===== src/rtl/dmem_arb_pkg.sv =====
// Shared types and constants for the data-memory arbiter.
package dmem_arb_pkg;

  // Ownership state: free, or locked to one requester.
  typedef enum logic [1:0] {
    IDLE = 2'd0,
    OWN0 = 2'd1,
    OWN1 = 2'd2
  } arb_state_e;

  localparam logic PORT_CORE = 1'b0;
  localparam logic PORT_LDR  = 1'b1;

  localparam int unsigned MAX_BURST_DEFAULT = 8;

endpackage


===== src/rtl/dmem_rr_pick.sv =====
// Combinational grant: a locked owner keeps the bus while it stays valid,
// otherwise a single valid wins and a tie goes to the port not served last.
module dmem_rr_pick
  import dmem_arb_pkg::*;
(
  input  logic       valid0_i,
  input  logic       valid1_i,
  input  logic       last_grant_i,
  input  arb_state_e state_i,
  output logic       gnt0_o,
  output logic       gnt1_o
);

  // Pick at most one port; an owner that dropped valid falls through to open arbitration.
  always_comb begin
    gnt0_o = 1'b0;
    gnt1_o = 1'b0;
    if (state_i == OWN0 && valid0_i) begin
      gnt0_o = 1'b1;
    end else if (state_i == OWN1 && valid1_i) begin
      gnt1_o = 1'b1;
    end else if (valid0_i && valid1_i) begin
      gnt0_o = (last_grant_i == PORT_LDR);
      gnt1_o = (last_grant_i == PORT_CORE);
    end else begin
      gnt0_o = valid0_i;
      gnt1_o = valid1_i;
    end
  end

endmodule


===== src/rtl/dmem_arbiter.sv =====
// Two-port round-robin arbiter in front of a single-port data memory, with
// capped locked bursts and one registered response per accepted access.
module dmem_arbiter
  import dmem_arb_pkg::*;
#(
  parameter int unsigned DW        = 32,
  parameter int unsigned AW        = 32,
  parameter int unsigned MAX_BURST = MAX_BURST_DEFAULT
) (
  input  logic          clk,
  input  logic          rst,
  input  logic          req0_valid,
  output logic          req0_ready,
  input  logic          req0_we,
  input  logic [AW-1:0] req0_addr,
  input  logic [DW-1:0] req0_wdata,
  input  logic          req0_lock,
  input  logic          req1_valid,
  output logic          req1_ready,
  input  logic          req1_we,
  input  logic [AW-1:0] req1_addr,
  input  logic [DW-1:0] req1_wdata,
  input  logic          req1_lock,
  output logic          rsp0_valid,
  output logic [DW-1:0] rsp0_rdata,
  output logic          rsp1_valid,
  output logic [DW-1:0] rsp1_rdata,
  output logic          mem_we,
  output logic [AW-1:0] mem_a,
  output logic [DW-1:0] mem_wd,
  input  logic [DW-1:0] mem_rd
);

  localparam int unsigned CntW = $clog2(MAX_BURST + 1);

  arb_state_e    state_q, state_d;
  logic          last_grant_q, last_grant_d;
  logic [CntW-1:0] count_q, count_d;
  logic          rsp0_valid_q, rsp0_valid_d;
  logic          rsp1_valid_q, rsp1_valid_d;
  logic [DW-1:0] rsp0_rdata_q, rsp0_rdata_d;
  logic [DW-1:0] rsp1_rdata_q, rsp1_rdata_d;

  logic          hs0, hs1;
  logic [CntW-1:0] count_base;
  logic [31:0]   beats_next;
  logic          hs_lock;

  dmem_rr_pick u_pick (
    .valid0_i     (req0_valid),
    .valid1_i     (req1_valid),
    .last_grant_i (last_grant_q),
    .state_i      (state_q),
    .gnt0_o       (hs0),
    .gnt1_o       (hs1)
  );

  // Handshake outputs and memory bus; suppressed while reset is held.
  always_comb begin
    req0_ready = hs0 & rst;
    req1_ready = hs1 & rst;
    mem_we     = 1'b0;
    mem_a      = '0;
    mem_wd     = '0;
    if (hs0 && rst) begin
      mem_we = req0_we;
      mem_a  = req0_addr;
      mem_wd = req0_wdata;
    end else if (hs1 && rst) begin
      mem_we = req1_we;
      mem_a  = req1_addr;
      mem_wd = req1_wdata;
    end
  end

  // Ownership and beat counting; any beat without a continuing lock releases the bus.
  always_comb begin
    state_d      = IDLE;
    count_d      = '0;
    last_grant_d = last_grant_q;
    hs_lock      = hs1 ? req1_lock : req0_lock;
    // A beat only extends the current burst when the owner itself is served.
    count_base   = ((state_q == OWN0 && hs0) || (state_q == OWN1 && hs1)) ? count_q : '0;
    beats_next   = 32'(count_base) + 32'd1;
    if (hs0 || hs1) begin
      last_grant_d = hs1 ? PORT_LDR : PORT_CORE;
      if (hs_lock && beats_next < MAX_BURST) begin
        state_d = hs1 ? OWN1 : OWN0;
        count_d = CntW'(beats_next);
      end
    end
  end

  // Response capture: reads return the memory word, writes return zero.
  always_comb begin
    rsp0_valid_d = hs0;
    rsp1_valid_d = hs1;
    rsp0_rdata_d = rsp0_rdata_q;
    rsp1_rdata_d = rsp1_rdata_q;
    if (hs0) rsp0_rdata_d = req0_we ? '0 : mem_rd;
    if (hs1) rsp1_rdata_d = req1_we ? '0 : mem_rd;
  end

  // State registers; reset drops any pending response.
  always_ff @(posedge clk or negedge rst) begin
    if (!rst) begin
      state_q      <= IDLE;
      last_grant_q <= PORT_LDR;
      count_q      <= '0;
      rsp0_valid_q <= 1'b0;
      rsp1_valid_q <= 1'b0;
      rsp0_rdata_q <= '0;
      rsp1_rdata_q <= '0;
    end else begin
      state_q      <= state_d;
      last_grant_q <= last_grant_d;
      count_q      <= count_d;
      rsp0_valid_q <= rsp0_valid_d;
      rsp1_valid_q <= rsp1_valid_d;
      rsp0_rdata_q <= rsp0_rdata_d;
      rsp1_rdata_q <= rsp1_rdata_d;
    end
  end

  assign rsp0_valid = rsp0_valid_q;
  assign rsp1_valid = rsp1_valid_q;
  assign rsp0_rdata = rsp0_rdata_q;
  assign rsp1_rdata = rsp1_rdata_q;

endmodule


===== config.mk =====
export PLATFORM = sky130hd
export DESIGN_NAME = dmem_arbiter
export DESIGN_NICKNAME = d
export VERILOG_FILES = /design/src/rtl/dmem_arb_pkg.sv /design/src/rtl/dmem_rr_pick.sv /design/src/rtl/dmem_arbiter.sv
export SDC_FILE = /design/constraint.sdc
export NUM_CORES = 1
export LEC_CHECK = 0
export ABC_AREA = 1
export BUFFER_PORTS_ARGS = -buffer_cell sky130_fd_sc_hd__buf_4
export CAP_MARGIN = 20
export CORE_AREA = 2 2 117 119
export DETAILED_ROUTE_END_ITERATION = 6
export DIE_AREA = 0 0 119 121
export PLACE_DENSITY = 0.68
export SLEW_MARGIN = 0
export SYNTH_ARGS = -nofsm -noshare
export SYNTH_HDL_FRONTEND = slang
export SYNTH_SLANG_ARGS = --single-unit
export TNS_END_PERCENT = 20

===== constraint.sdc =====
create_clock -name clk -period 1.5 [get_ports clk]
set_clock_uncertainty 0.15 [all_clocks]
set_input_delay 0.075 -clock clk [delete_from_list [all_inputs] [get_ports clk]]
set_output_delay 0.075 -clock clk [all_outputs]
set_load 0.005 [all_outputs]

* Word-level counts from Yosys, hierarchy flattened
Index checks and enable logic that the tools add are counted. Widths: inputs -> output; s select.
Operators by class: $mul 0, add/subtract/negate cells 1, divide/modulo/power cells 0, reduce and logical (&&, ||, !) cells 10, shifts and indexed selects 0, equality and inequality tests 2, multiplexer cells 22, magnitude comparators 1, bitwise logic cells 3
Operator list (count):
- $mux 32 | 6
- $mux 4 | 3
- $mux 1 | 10
- $logic_and 1x1->1 | 8
- $mux 2 | 3
- $add 4x1->5 const B | 1
- $lt 5x4->1 const B | 1
- $and 1x1->1 | 2
- $eq 2x1->1 const B | 1
- $eq 2x2->1 const B | 1
- $logic_or 1x1->1 | 2
- $not 1->1 | 1
Word-level totals: word-level logic and storage cells 46, input bits 168, output and inout port bits 133, register bits 73, bits in latches 0, memories 0, bits in read-only memories 0, bits in writable memories 0

* Longest topological paths before layout
Gate-level depths: netlist of the first run.
depth after elaboration 12, mapped depth 10, depth with buffers taken out 9

* Cells and area by module
Synthesis of the first run repeated with hierarchy kept, for this count alone.
Unflattened totals: cell total of the unflattened synthesis 521, area, all modules 3878.7 sq um
Modules (own cells, without submodules):
- dmem_arbiter | cells an instance 510, instances 1, area an instance 3826.2 sq um, seq. area each 1828.0 sq um
- dmem_rr_pick | cells an instance 11, instances 1, area an instance 52.6 sq um, seq. area each 0.0 sq um

* Worst setup path after synthesis of the first run
No wires, ideal clock.
path kind register -> register, start point register state_q[1], end point register count_q[0], period minus slack after synthesis 1.597 ns, arrival time 1.327 ns, path slack -0.097 ns, cell stages (with the launch flop) 10, data required time 1.230 ns, buffers on the path 0, setup time 0.120 ns, cells stage by stage dfrtp_1 -> inv_1 -> nand3_2 -> nand2_1 -> nand2_1 -> inv_1 -> ha_1 -> nand4_1 -> nand3_1 -> nor2_1
Between the ends: cells in the longest elaborated chain, start to end 12, elaborated cells on any way between the ends 19
RTL lines:
- start, declared | RTL line dmem_arbiter.sv:36 | arb_state_e state_q, state_d;
- start signal, assigned | RTL line dmem_arbiter.sv:115 | state_q <= state_d;
- $eq 2x2->1 | RTL line dmem_rr_pick.sv:20, dmem_arbiter.sv:83
- $logic_and 1x1->1 | RTL line dmem_rr_pick.sv:20 | end else if (state_i == OWN1 && valid1_i) begin
- $mux 1 | RTL line dmem_rr_pick.sv:20
- $mux 1 | RTL line dmem_rr_pick.sv:18 | if (state_i == OWN0 && valid0_i) begin
- $logic_and 1x1->1 | RTL line dmem_arbiter.sv:83 | count_base = ((state_q == OWN0 && hs0) || (state_q == OWN1 && hs1)) ? count_q : '0;
- $logic_or 1x1->1 | RTL line dmem_arbiter.sv:83
- $mux 4 | RTL line dmem_arbiter.sv:83
- $add 4x1->5 | RTL line dmem_arbiter.sv:84 | beats_next = 32'(count_base) + 32'd1;
- $lt 5x4->1 | RTL line dmem_arbiter.sv:87 | if (hs_lock && beats_next < MAX_BURST) begin
- $logic_and 1x1->1 | RTL line dmem_arbiter.sv:87
- $mux 4 | RTL line dmem_arbiter.sv:87
- $mux 4 * | RTL line dmem_arbiter.sv:85 | if (hs0 || hs1) begin
- named net count_d[0] | RTL line dmem_arbiter.sv:38 | logic [CntW-1:0] count_q, count_d;
- end signal, assigned | RTL line dmem_arbiter.sv:117 | count_q <= count_d;
- end, declared | RTL line dmem_arbiter.sv:38
The timed path passes the listed nets; every way through them passes the cells marked *. A chain may end at the register's enable or synchronous reset.

* Final worst setup path of the first run
start point register state_q[0], end point output mem_a[27]
Between the ends: cells in the longest elaborated chain, start to end 7, elaborated cells on any way between the ends 12
RTL lines:
- $eq 2x2->1 | RTL line dmem_rr_pick.sv:20
- $logic_and 1x1->1 | RTL line dmem_rr_pick.sv:20
- $mux 1 | RTL line dmem_rr_pick.sv:20
- $mux 1 | RTL line dmem_rr_pick.sv:18
- $logic_and 1x1->1 | RTL line dmem_arbiter.sv:69 | end else if (hs1 && rst) begin
- $mux 32 | RTL line dmem_arbiter.sv:69
- $mux 32 * | RTL line dmem_arbiter.sv:65 | if (hs0 && rst) begin
- end, declared | RTL line dmem_arbiter.sv:29 | output logic [AW-1:0] mem_a,
Mark *: on every way between the ends. The rest lies on a longest branch, timed or not.

==> summary.txt, run 1 <==
Timing
  – Final-report hold violation count: 1
  – Unrepaired setup endpoints after global routing: true
  – Setup violations, final: approximately 120
  – Worst slew margin: 51.27%
  – Fin worst setup slack: -0.4839 ns
  – Worst hold slack: -0.01010 ns
  – Fmax: 504.0 MHz
  – Max Slew Vio Count: 0
  – Actual slew at the worst max-slew pin: around 0.73 ns
  – Tmin final: around 2.0 ns
  – Fin crit share: 132.3%

Critical path
  – Crit path DAT: approximately 1.8 ns
  – Crit Path Category: reg -> out
  – Startpoint types: flip-flop
  – WP data required: 1.27 ns
  – CP max FO: 8
  – FF-to-FF Start: state_q[0]
  – RR Endpoint: state_q[0]
  – Cell depth of the worst flop-to-flop path: 7
  – R2R setup slack: -0.13 ns
  – Crit. End Element: output port

Synthesis
  – Sequential area share after synthesis: 47.14%
  – Synth top area cells: dfrtp_1, nand2_1, o31ai_1, inv_1, buf_6
  – Synth top cells by count: nand2_1, dfrtp_1, o31ai_1, inv_1
  – Mapped Nets: roughly 680
  – Synth Area per Inst: around 7.5 sq um
  – Mapped Area: 3877 sq um
  – Top-count cell post-synth: nand2_1
  – Syn Inst Count: 514
  – Ys flop type: dfrtp_1
  – Number of distinct library cells after synthesis: 22
  – Register bit count reported by yosys: 73
  – Post-synth top area share: 46.47%
  – Synth warn: 0
  – Synth async-reset ratio: 100.0%
  – Area leader, netlist: dfrtp_1
  – Post-synth EDFFs: 0

Clock network
  – CTS tree: built
  – Clk root buf: clkbuf_16
  – Bufs on Longest Clock Path: 2
  – Clock slew seen by the registers of the worst setup and hold paths: 0.05 ns
  – Htree depth: 3
  – CTS sink count: 73
  – Cts bufs inserted: 9
  – Clk_lat worst skew: 0.33 ns

Route
  – TritonRoute pass-1 iters: 5
  – Vias/cell: 4.545
  – Overall routed net length: between 15000 and 20000 um
  – Detail Route Antenna Nets: 0
  – Iter 0 DRT Violations: 271
  – Vias: 4695
  – Wire per inst: about 16 um
  – Remaining DRCs: 0

Cells and area
  – Final core occ: 57.76%
  – Fill count: between 1000 and 1500
  – # diodes: 0
  – Reg area: between 1500 and 2000 sq um
  – Area of the multi-input gates: roughly 2000 sq um
  – Area Growth Syn to Fin: 94.93%
  – Share of layout cells above drive strength 1: roughly half
  – Layout net count: 1021

Job
  – MaxCap Viol Count: 0

Power and ir drop
  – Max IR drop VDD: between 0.6 and 0.7 mV
  – Pwr dens: 992.3 nW/um^2
  – Leak: 4.149 nW
  – Pwr Total: between 7 and 8 mW

GRT
  – Total Routing Usage GR: 20.89%
  – Initial antenna violation count: 0
  – Largest net degree at the start of global routing: 60
  – GRT Residual Overflow: 0
  – First-pass GRT wire length: 23320 um
  – Vias in the first global route: about 4500

Worst hold path
  – Hold Path Class: in -> reg
  – Hold Crit Start: req0_valid
  – Hold Path Depth: 4
  – Hold Path Sink: rsp0_valid

Floorplan
  – FP Rows: 42
  – DIE AREA: around 14000 sq um
  – Die Ht: ~120 um
  – Ports: 301
  – Chip width: 119 um
  – Area of the core: 13090 sq um
  – Starting Density: between 20% and 30%

Place
  – Port Buffers: 300
  – DP Worst Slack: -0.1529 ns
  – DP HPWL: 11690 um
  – GPL Wtd Cong: around 0.86

Status
  – Status: finished, violations left
  – Failing checks: negative hold slack, negative setup slack
[placed cells by master (no fill, tap or decap), drive strengths merged]
cell type      n
buf          321
nand2        278
dfrtp         72
o31ai         64
inv           42
dlygate4sd3   36
clkbuf        17
nand3          8
nor2           6
nand4          3
clkinv         2
clkinvlp       2
a21boi         1
a21o           1
ha             1
bufinv         1
conb           1
dfstp          1
[per-stage QoR]
step	cells	cell area, sq um	setup TNS, ns	hold slack, ns
floorplan	514	3897	0	-0.3706
global route	1033	7559	-44.62	0.01129
finish	1033	7559	-32.12	-0.01010
global placement	972	6382	-7.598	-0.06650
CTS	1024	7126	-31.50	-0.01603
detailed placement	972	6382	-10.53	-0.06535
[cell families (layout without fill, tap and decap cells)]
kind of cell / Yosys count / count (layout) / share of synthesized area, %
other: 1 / 1 / 0.09671
AOI/OAI and AO/OA: 66 / 66 / 12.78
buffers and inverters: 78 / 421 / 9.810
adders and majority gates: 1 / 1 / 0.3226
DFF: 73 / 73 / 47.14
and+or+nand+nor: 295 / 295 / 29.85
[worst max-delay path, cell delays in order, from the launching register on]
cell and delay [ns]:
dfrtp_1 0.41, inv_2 0.07, nand2_2 0.06, nand2_4 0.09, nand3_4 0.09, nor2_4 0.16
buf_12 0.14, clkbuf_16 0.15, nand2_1 0.07, nand2_1 0.07, buf_4 0.10
[per-layer routing]
metal / part of all wire, % / routed length (um) / GRT usage, % / up-vias
met4: 2.0 / 330 / 7.664 / 0
li1: - / - / - / 2302
met2: 53 / 8610 / 36.93 / 198
met5: 0 / 0 / 0 / -
met1: 38 / 6133 / 23.79 / 2173
met3: 7.3 / 1181 / 6.344 / 22
[power breakdown]
group          internal [mW]  switching, mW
sequential              2.32          0.207
combinational           1.58           1.26
clock                   1.33          0.812
[sequential cells by signal, summed over array words and instances (netlist names)]
register      flops
rsp0_valid        1
rsp1_valid        1
count_q           4
rsp1_rdata       32
state_q           2
rsp0_rdata       32
last_grant_q      1
[final cells by class]
cell class                      instances  area share (%)
Multi-Input combinational cell        363           25.86
Clock inverter                          5          0.7284
Inverter                               42           2.218
Timing Repair Buffer                  363           40.89
Clock buffer                           11           3.211
Sequential cell                        73           24.18
Tap cell                              176           2.913
[timing repair]
action / 4_1_cts / 5_1_grt
hold buffers: 36 / 0
cloned: 0 / 6
pin swaps: 1 / 9
buffers inserted: 0 / 3
endpoints found under the setup margin: 135 / 136
endpoints found under the hold margin: 143 / 0
gates resized for setup: 24 / 66
[worst max-delay path by stage]
stage                 startpoint       endpoint  slack (ns)  cells past startpoint
floorplan             state_q[1]     state_q[0]       0.007                      9
global placement      state_q[0]     state_q[0]       -0.12                      7
detailed placement  last_grant_q  rsp0_rdata[4]       -0.15                      8
CTS                 last_grant_q     mem_wd[29]       -0.47                     10
global route          state_q[0]      mem_wd[0]       -0.59                     10
finish                state_q[0]      mem_a[27]       -0.48                     10
(Power assumes the default switching activity.)
==> run 2, diff against run 1 <==
--- a/config.mk
+++ b/config.mk
@@ -7,11 +7,13 @@
 export LEC_CHECK = 0
 export ABC_AREA = 1
 export BUFFER_PORTS_ARGS = -buffer_cell sky130_fd_sc_hd__buf_4
-export CAP_MARGIN = 20
+export CAP_MARGIN = 10
 export CORE_AREA = 2 2 117 119
 export DETAILED_ROUTE_END_ITERATION = 6
 export DIE_AREA = 0 0 119 121
 export PLACE_DENSITY = 0.68
+export REMOVE_ABC_BUFFERS = 1
+export SKIP_LAST_GASP = 1
 export SLEW_MARGIN = 0
 export SYNTH_ARGS = -nofsm -noshare
 export SYNTH_HDL_FRONTEND = slang
==> run 2 against run 1 <==
Effect of this change:
- the flow finishes with violations (negative setup slack)
- power down 2.7%
- global-route usage up 0.50 points
- cell count up 0.39%
- via count up 1.6%
- fmax up 0.52%
- clock power down 9%
- largest cell class unchanged
- first-iteration DRC count down 0.74%
- critical endpoint is now mem_wd[9]
==> summary.txt, run 2 (synthesis gave the netlist of run 1 again) <==
Critical path
  – Crit Path Category: reg -> out
  – CP max FO: 11 (+3)
  – Startpoint types: flip-flop
  – Cell depth of the worst flop-to-flop path: 9 (+2)
  – Crit path DAT: 1.75 ns (about the same)
  – WP data required: 1.27 ns (about the same)
  – Crit. End Element: output port

Route
  – Detail Route Antenna Nets: 0 (unchanged)
  – Vias: 4770 (+1.6%)
  – Overall routed net length: 16970 um (+4.4%)
  – Vias/cell: 4.600 (+1.2%)
  – Iter 0 DRT Violations: 269 (-0.74%)
  – Wire per inst: 16.36 um (+4.0%)
  – Remaining DRCs: 0 (unchanged)
  – TritonRoute pass-1 iters: 4 (-1)

Power and ir drop
  – Clk pwr share: 26.6% (-1.9 points)
  – Max IR drop VDD: 0.7186 mV (+9.9%)
  – Sw Pwr: 2.193 mW (-3.6%)
  – Comb pwr share: 38.8% (+1.0 points)
  – Leak: 4.176 nW (+0.65%)
  – Pwr dens: 975.3 nW/um^2 (-1.7%)
  – Internal: 5.106 mW (-2.3%)
  – Sw Share: 30.04% (-0.30 points)
  – Reg power frac: 34.6% (+0.9 points)

Timing
  – Fmax: 506.6 MHz (+0.52%)
  – Unrepaired setup endpoints after global routing: true
  – TNS Setup: -41.70 ns (-9.587 ns)
  – Final-report hold violation count: 0 (-1)
  – Fin crit share: 131.6% (-0.68 points)
  – Worst slew margin: 43.19% (-8.1 points)
  – Tmin final: 1.974 ns (-0.01016 ns)
  – Max Slew Vio Count: 0 (unchanged)
  – Fin worst setup slack: -0.4738 ns (+0.01016 ns)
  – Setup violations, final: 202 (+74%)
  – Actual slew at the worst max-slew pin: 0.8521 ns (+0.1213 ns)

Floorplan
  – Area of the core: 13090 sq um (unchanged)
  – Starting Density: 29.63% (unchanged)
  – Ports: 301 (unchanged)
  – Die Ht: 121 um (unchanged)
  – DIE AREA: 14400 sq um (unchanged)
  – FP Rows: 42 (unchanged)
  – Chip width: 119 um (unchanged)

Status
  – Failing checks: negative setup slack
  – Status: finished, violations left

Worst hold path
  – Hold Path Class: in -> reg
  – Hold Path Depth: 5 (+1)

Clock network
  – Clock slew seen by the registers of the worst setup and hold paths: 0.05 ns (about the same)
  – Bufs on Longest Clock Path: 2 (unchanged)
  – CTS sink count: 73 (unchanged)
  – CTS tree: built
  – Clk root buf: clkbuf_16
  – Cts bufs inserted: 9 (unchanged)
  – Htree depth: 3 (unchanged)
  – Clk_lat worst skew: 0.33 ns (about the same)

Cells and area
  – Area Growth Syn to Fin: 93.00%
  – Non-Filler Instances: 1037 (+0.39%)
  – Finished Cell Area: 7483 sq um (-0.99%)
  – Most frequent cells in the layout: buf_4, nand2_1, dfrtp_1, o31ai_1, inv_1
  – Share of layout cells above drive strength 1: 45.81% (-3.1 points)
  – Commonest non-fill, non-tap cell in the layout: buf_4
  – Layout net count: 1027 (+0.59%)

Job
  – MaxCap Viol Count: 0 (unchanged)

GRT
  – Vias in the first global route: 4598 (+2.7%)
  – Initial antenna violation count: 2 (+2)
  – First-pass GRT wire length: 24110 um (+3.4%)
  – GRT Residual Overflow: 0 (unchanged)
  – Largest net degree at the start of global routing: 69 (+15%)
  – Total Routing Usage GR: 21.39% (+0.50 points)

Place
  – GPL Wtd Cong: 0.7951 (-7.3%)
  – DP Worst Slack: -0.2008 ns (-0.04792 ns)
  – Port Buffers: 300 (unchanged)
  – Cell Area, Placed: 6332 sq um (-0.78%)
  – Placed cell count: 973 (+0.10%)
  – DP HPWL: 11490 um (-1.7%)
[run 2: cell types whose count changed in the layout (fill, tap and decap cells not counted), moves of 5 or more]
| cell | before | now |
|---|---|---|
| nand2_4 | 6 | 14 |
| o31ai_1 | 33 | 64 |
| nand2_2 | 29 | 24 |
| o31ai_2 | 31 | 0 |
| buf_4 | 299 | 308 |
[run 2: final timing paths]
kind                              startpoint             end  slack (ns)
worst max-delay path            last_grant_q       mem_wd[9]       -0.47
worst min-delay path               req0_lock      count_q[1]        0.07
worst max register to register  last_grant_q  rsp0_rdata[15]       -0.26
worst min register to register  last_grant_q    last_grant_q        0.32
max in group asynchronous                rst  rsp1_rdata[29]       -0.06
min in group asynchronous                rst   rsp1_rdata[5]        0.10
[run 2: critical path, stage by stage (launching register included)]
cell	delay, ns
dfstp_2	0.52
nand2_1	0.06
inv_2	0.06
nand2_4	0.07
nand3_4	0.07
nor2_4	0.05
buf_12	0.14
clkbuf_16	0.17
nand2_1	0.07
nand2_1	0.07
buf_4	0.14
[run 2: power groups by stage]
stage,clock network (mW),registers [mW],logic [mW]
global placement,0,2.54,2.39
finish,1.94,2.53,2.83
floorplan,0,2.56,0.757
detailed placement,0,2.55,2.41
global route,2.07,2.57,3.07
CTS,1.99,2.52,2.64
[run 2: per-stage QoR]
step | util [%] | power (mW) | hold WS [ns]
global placement | 48.39 | 4.935 | -0.2448
detailed placement | 48.39 | 4.958 | -0.2458
finish | 57.19 | 7.299 | 0.06847
global route | 57.17 | 7.714 | 0.07939
floorplan | - | 3.315 | -0.3706
CTS | 54.53 | 7.148 | 0.05547
[run 2: layout make-up]
| type | count | area, sq um |
|---|---|---|
| sequential | 73 | 1828 |
| antenna | 1 | 2.502 |
| fill | 1190 | 5602 |
| timing repair buffer | 368 | 3120 |
| clock buffer | 13 | 270.3 |
| timing repair inverter | 1 | 8.758 |
| inverter | 42 | 170.2 |
| multi-input combinational | 363 | 1863 |
| tap | 176 | 220.2 |
[run 2: timing repair]
| action | CTS | global route |
|---|---|---|
| gates cloned | 3 | 9 |
| pin swaps | 3 | 7 |
| hold endpoints to repair | 137 | 0 |
| hold buffers | 35 | 0 |
| resized for setup | 20 | 54 |
| setup endpoints to repair | 135 | 204 |
| setup buffers | 3 | 2 |
[run 2: per-layer routing]
metal	wire, um	part of all wire [%]	track usage [%]	up-vias
met3	1337	7.9	7.519	34
li1	-	-	-	2314
met1	7135	42	26.96	2241
met4	416	2.5	7.589	2
met5	11	0.065	0	-
met2	8068	48	34.05	179
==> run 3, diff against run 2 <==
--- a/config.mk
+++ b/config.mk
@@ -17,5 +17,6 @@
 export SLEW_MARGIN = 0
 export SYNTH_ARGS = -nofsm -noshare
 export SYNTH_HDL_FRONTEND = slang
+export SYNTH_HIERARCHICAL = 1
 export SYNTH_SLANG_ARGS = --single-unit
 export TNS_END_PERCENT = 20
==> run 3 against run 2 <==
Effect of this change:
- the run still ends with negative setup slack left
- critical path type unchanged
- largest power group unchanged
- via count increased by 5.4%
- clock power increased by 4%
- synthesized cell count increased by 1.4%
==> summary.txt, run 3 <==
Critical path
  – WP data required: 1.27 ns (about the same)
  – CP delay by family, top: flip-flops
  – Crit. End Element: output port
  – Max stage delay on crit path: 0.55 ns (+0.03 ns)
  – Slowest cell on crit path: dfstp_2
  – CP max FO: 6 (-5)
  – Crit Path Category: reg -> out
  – CP Buf/Inv Count: 5 (+1)
  – Crit path DAT: 1.90 ns (+0.15 ns)
  – Critical-path cell list: inv_2, nand2_2, nand3_2, nand2_4, nand2_4, inv_6, buf_12, buf_12, nand2_2, o21ai_1, buf_4
  – Startpoint types: flip-flop

Timing
  – Tmin final: 2.124 ns (+0.1506 ns)
  – Fin worst setup slack: -0.6244 ns (-0.1506 ns)
  – Fin crit share: 141.6% (+10 points)
  – Final-report hold violation count: 0 (unchanged)
  – TNS Setup: -58.15 ns (-16.45 ns)
  – Fmax: 470.7 MHz (-7.1%)
  – Setup violations, final: 137 (-32%)
  – Unrepaired setup endpoints after global routing: true
  – Max Slew Vio Count: 0 (unchanged)

Power and ir drop
  – Reg power frac: 32.6% (-2.0 points)
  – Sw Share: 31.08% (+1.0 points)
  – Leak: 4.202 nW (+0.62%)
  – Pwr dens: 971.6 nW/um^2 (-0.39%)
  – Comb pwr share: 41.5% (+2.7 points)
  – Sw Pwr: 2.413 mW (+10%)
  – Clk pwr share: 25.9% (-0.7 points)
  – Pwr Total: 7.764 mW (+6.4%)
  – Max IR drop VDD: 0.8740 mV (+22%)
  – Internal: 5.351 mW (+4.8%)

Synthesis
  – Post-synth top area share: 46.45% (about the same)
  – Synth top area cells: dfrtp_1, nand2_1, o21ai_0, o21ai_2, inv_1
  – Post-synth EDFFs: 0 (unchanged)
  – Mapped Area: 3879 sq um (about the same)
  – Synth async-reset ratio: 100.0% (unchanged)
  – Synth top cells by count: nand2_1, o21ai_0, dfrtp_1, inv_1, o21ai_2
  – Area leader, netlist: dfrtp_1
  – Top-count cell post-synth: nand2_1
  – Synth Area per Inst: 7.445 sq um (-1.3%)
  – Synth warn: 6 (+6)
  – Ys flop type: dfrtp_1
  – Sequential area share after synthesis: 47.13% (about the same)
  – Number of distinct library cells after synthesis: 23 (+4.5%)
  – Register bit count reported by yosys: 73 (unchanged)
  – Syn Inst Count: 521 (+1.4%)

Floorplan
  – Die Ht: 121 um (unchanged)
  – Area of the core: 13090 sq um (unchanged)
  – Ports: 301 (unchanged)
  – Starting Density: 29.64% (about the same)
  – FP Rows: 42 (unchanged)
  – DIE AREA: 14400 sq um (unchanged)
  – Chip width: 119 um (unchanged)

GRT
  – Initial antenna violation count: 0 (-2)
  – Vias in the first global route: 4962 (+7.9%)
  – Largest net degree at the start of global routing: 74 (+7.2%)
  – Total Routing Usage GR: 23.09% (+1.7 points)
  – First-pass GRT wire length: 26180 um (+8.6%)
  – GRT Residual Overflow: 0 (unchanged)

Cells and area
  – Reg area: 1828 sq um (unchanged)
  – Area Growth Syn to Fin: 106.0%
  – Layout net count: 1063 (+3.5%)
  – Area of the multi-input gates: 1998 sq um (+7.3%)
  – # diodes: 0 (-1)
  – Fill count: 1119 (-6.0%)
  – Most frequent cells in the layout: buf_4, nand2_1, dfrtp_1, o21ai_2, o21ai_0
  – Share of layout cells above drive strength 1: 54.01% (+8.2 points)
  – Final core occ: 61.07% (+3.9 points)
  – Commonest non-fill, non-tap cell in the layout: buf_4
  – Non-Filler Instances: 1074 (+3.6%)

Clock network
  – Htree depth: 3 (unchanged)
  – CTS sink count: 73 (unchanged)
  – Bufs on Longest Clock Path: 2 (unchanged)
  – Cts bufs inserted: 9 (unchanged)
  – Clk root buf: clkbuf_16
  – Clk_lat worst skew: 0.33 ns (about the same)
  – Clock slew seen by the registers of the worst setup and hold paths: 0.05 ns (about the same)
  – CTS tree: built

Route
  – TritonRoute pass-1 iters: 4 (unchanged)
  – Overall routed net length: 17750 um (+4.6%)
  – Vias: 5029 (+5.4%)
  – Wire per inst: 16.53 um (+0.99%)
  – Remaining DRCs: 0 (unchanged)
  – Vias/cell: 4.682 (+1.8%)
  – Iter 0 DRT Violations: 292 (+8.6%)
  – Detail Route Antenna Nets: 0 (unchanged)

Job
  – MaxCap Viol Count: 0 (unchanged)

Status
  – Status: finished, violations left
  – Failing checks: negative setup slack

Worst hold path
  – Hold Path Class: in -> reg

Place
  – DP HPWL: 11910 um (+3.6%)
  – Port Buffers: 300 (unchanged)
  – GPL Wtd Cong: 0.8686 (+9.2%)
  – Placed cell count: 997 (+2.5%)
==> run 3: cells by family after synthesis <==
| kind of cell | count (synthesis) | share of synthesized area [%] |
|---|---|---|
| and+or+nand+nor | 237 | 23.81 |
| AOI/OAI and AO/OA | 132 | 20.16 |
| buffers and inverters | 77 | 8.484 |
| DFF | 73 | 47.13 |
| adders and majority gates | 1 | 0.3225 |
| other | 1 | 0.09668 |
==> run 3: final cells by class <==
cell class | instances | share of cell area, %
Clock inverter | 3 | 0.1879
Tap cell | 176 | 2.756
Clock buffer | 12 | 3.335
Timing Repair Buffer | 395 | 43.62
Sequential cell | 73 | 22.87
Inverter | 44 | 2.223
Multi-Input combinational cell | 371 | 25.00
==> run 3: worst paths after layout <==
kind                                start              to  cells past startpoint  slack [ns]
setup / recovery             last_grant_q      mem_wd[18]                     11       -0.62
min in group asynchronous             rst   rsp1_rdata[8]                      3        0.30
hold / removal                  req0_lock      count_q[2]                      5        0.02
setup reg to reg             last_grant_q      count_q[1]                     11       -0.46
max in group asynchronous             rst    last_grant_q                      3        0.59
hold reg to reg            rsp1_rdata[12]  rsp1_rdata[12]                      2        0.33
==> run 3: per-stage QoR <==
| stage | area (sq um) | hold WS [ns] | worst slack, ns |
|---|---|---|---|
| 6_report | 7991 | 0.02257 | -0.6244 |
| 5_1_grt | 7991 | 0.05616 | -0.6861 |
| 4_1_cts | 7622 | 0.006748 | -0.6016 |
| 3_5_place_dp | 6600 | 0.01622 | -0.4259 |
| 3_3_place_gp | 6600 | 0.01802 | -0.3804 |
| 2_1_floorplan | 3715 | -0.3706 | -0.7694 |
==> run 3: worst reg2reg max path: cells and delay by family, from the launching register on <==
family                     cells  cell delay (ns)
buffers and inverters          2             0.17
and+or+nand+nor                7             0.63
DFF                            1             0.55
AOI/OAI and AO/OA              1             0.19
adders and majority gates      1             0.17
==> run 3: routing by layer <==
layer	GRT usage, %	wire, um	up-vias
li1	-	-	2403
met1	26.88	6584	2358
met2	40.30	9174	220
met3	5.874	1215	48
met4	9.821	775	0
met5	0	0	-
==> run 3: repair_timing <==
action	CTS	global route
hold endpoints to repair	137	0
gates resized for setup	73	92
pin swaps	6	14
hold buffers	34	0
gates cloned	9	5
setup buffers	11	4
setup endpoints to repair	137	137
==> run 3: power groups by stage <==
stage | clock, mW | combinational [mW] | sequential (mW)
3_3_place_gp | 0 | 2.57 | 2.54
4_1_cts | 2.05 | 3.00 | 2.53
6_report | 2.01 | 3.22 | 2.53
5_1_grt | 2.13 | 3.50 | 2.57
2_1_floorplan | 0 | 0.819 | 2.56
3_5_place_dp | 0 | 2.61 | 2.54
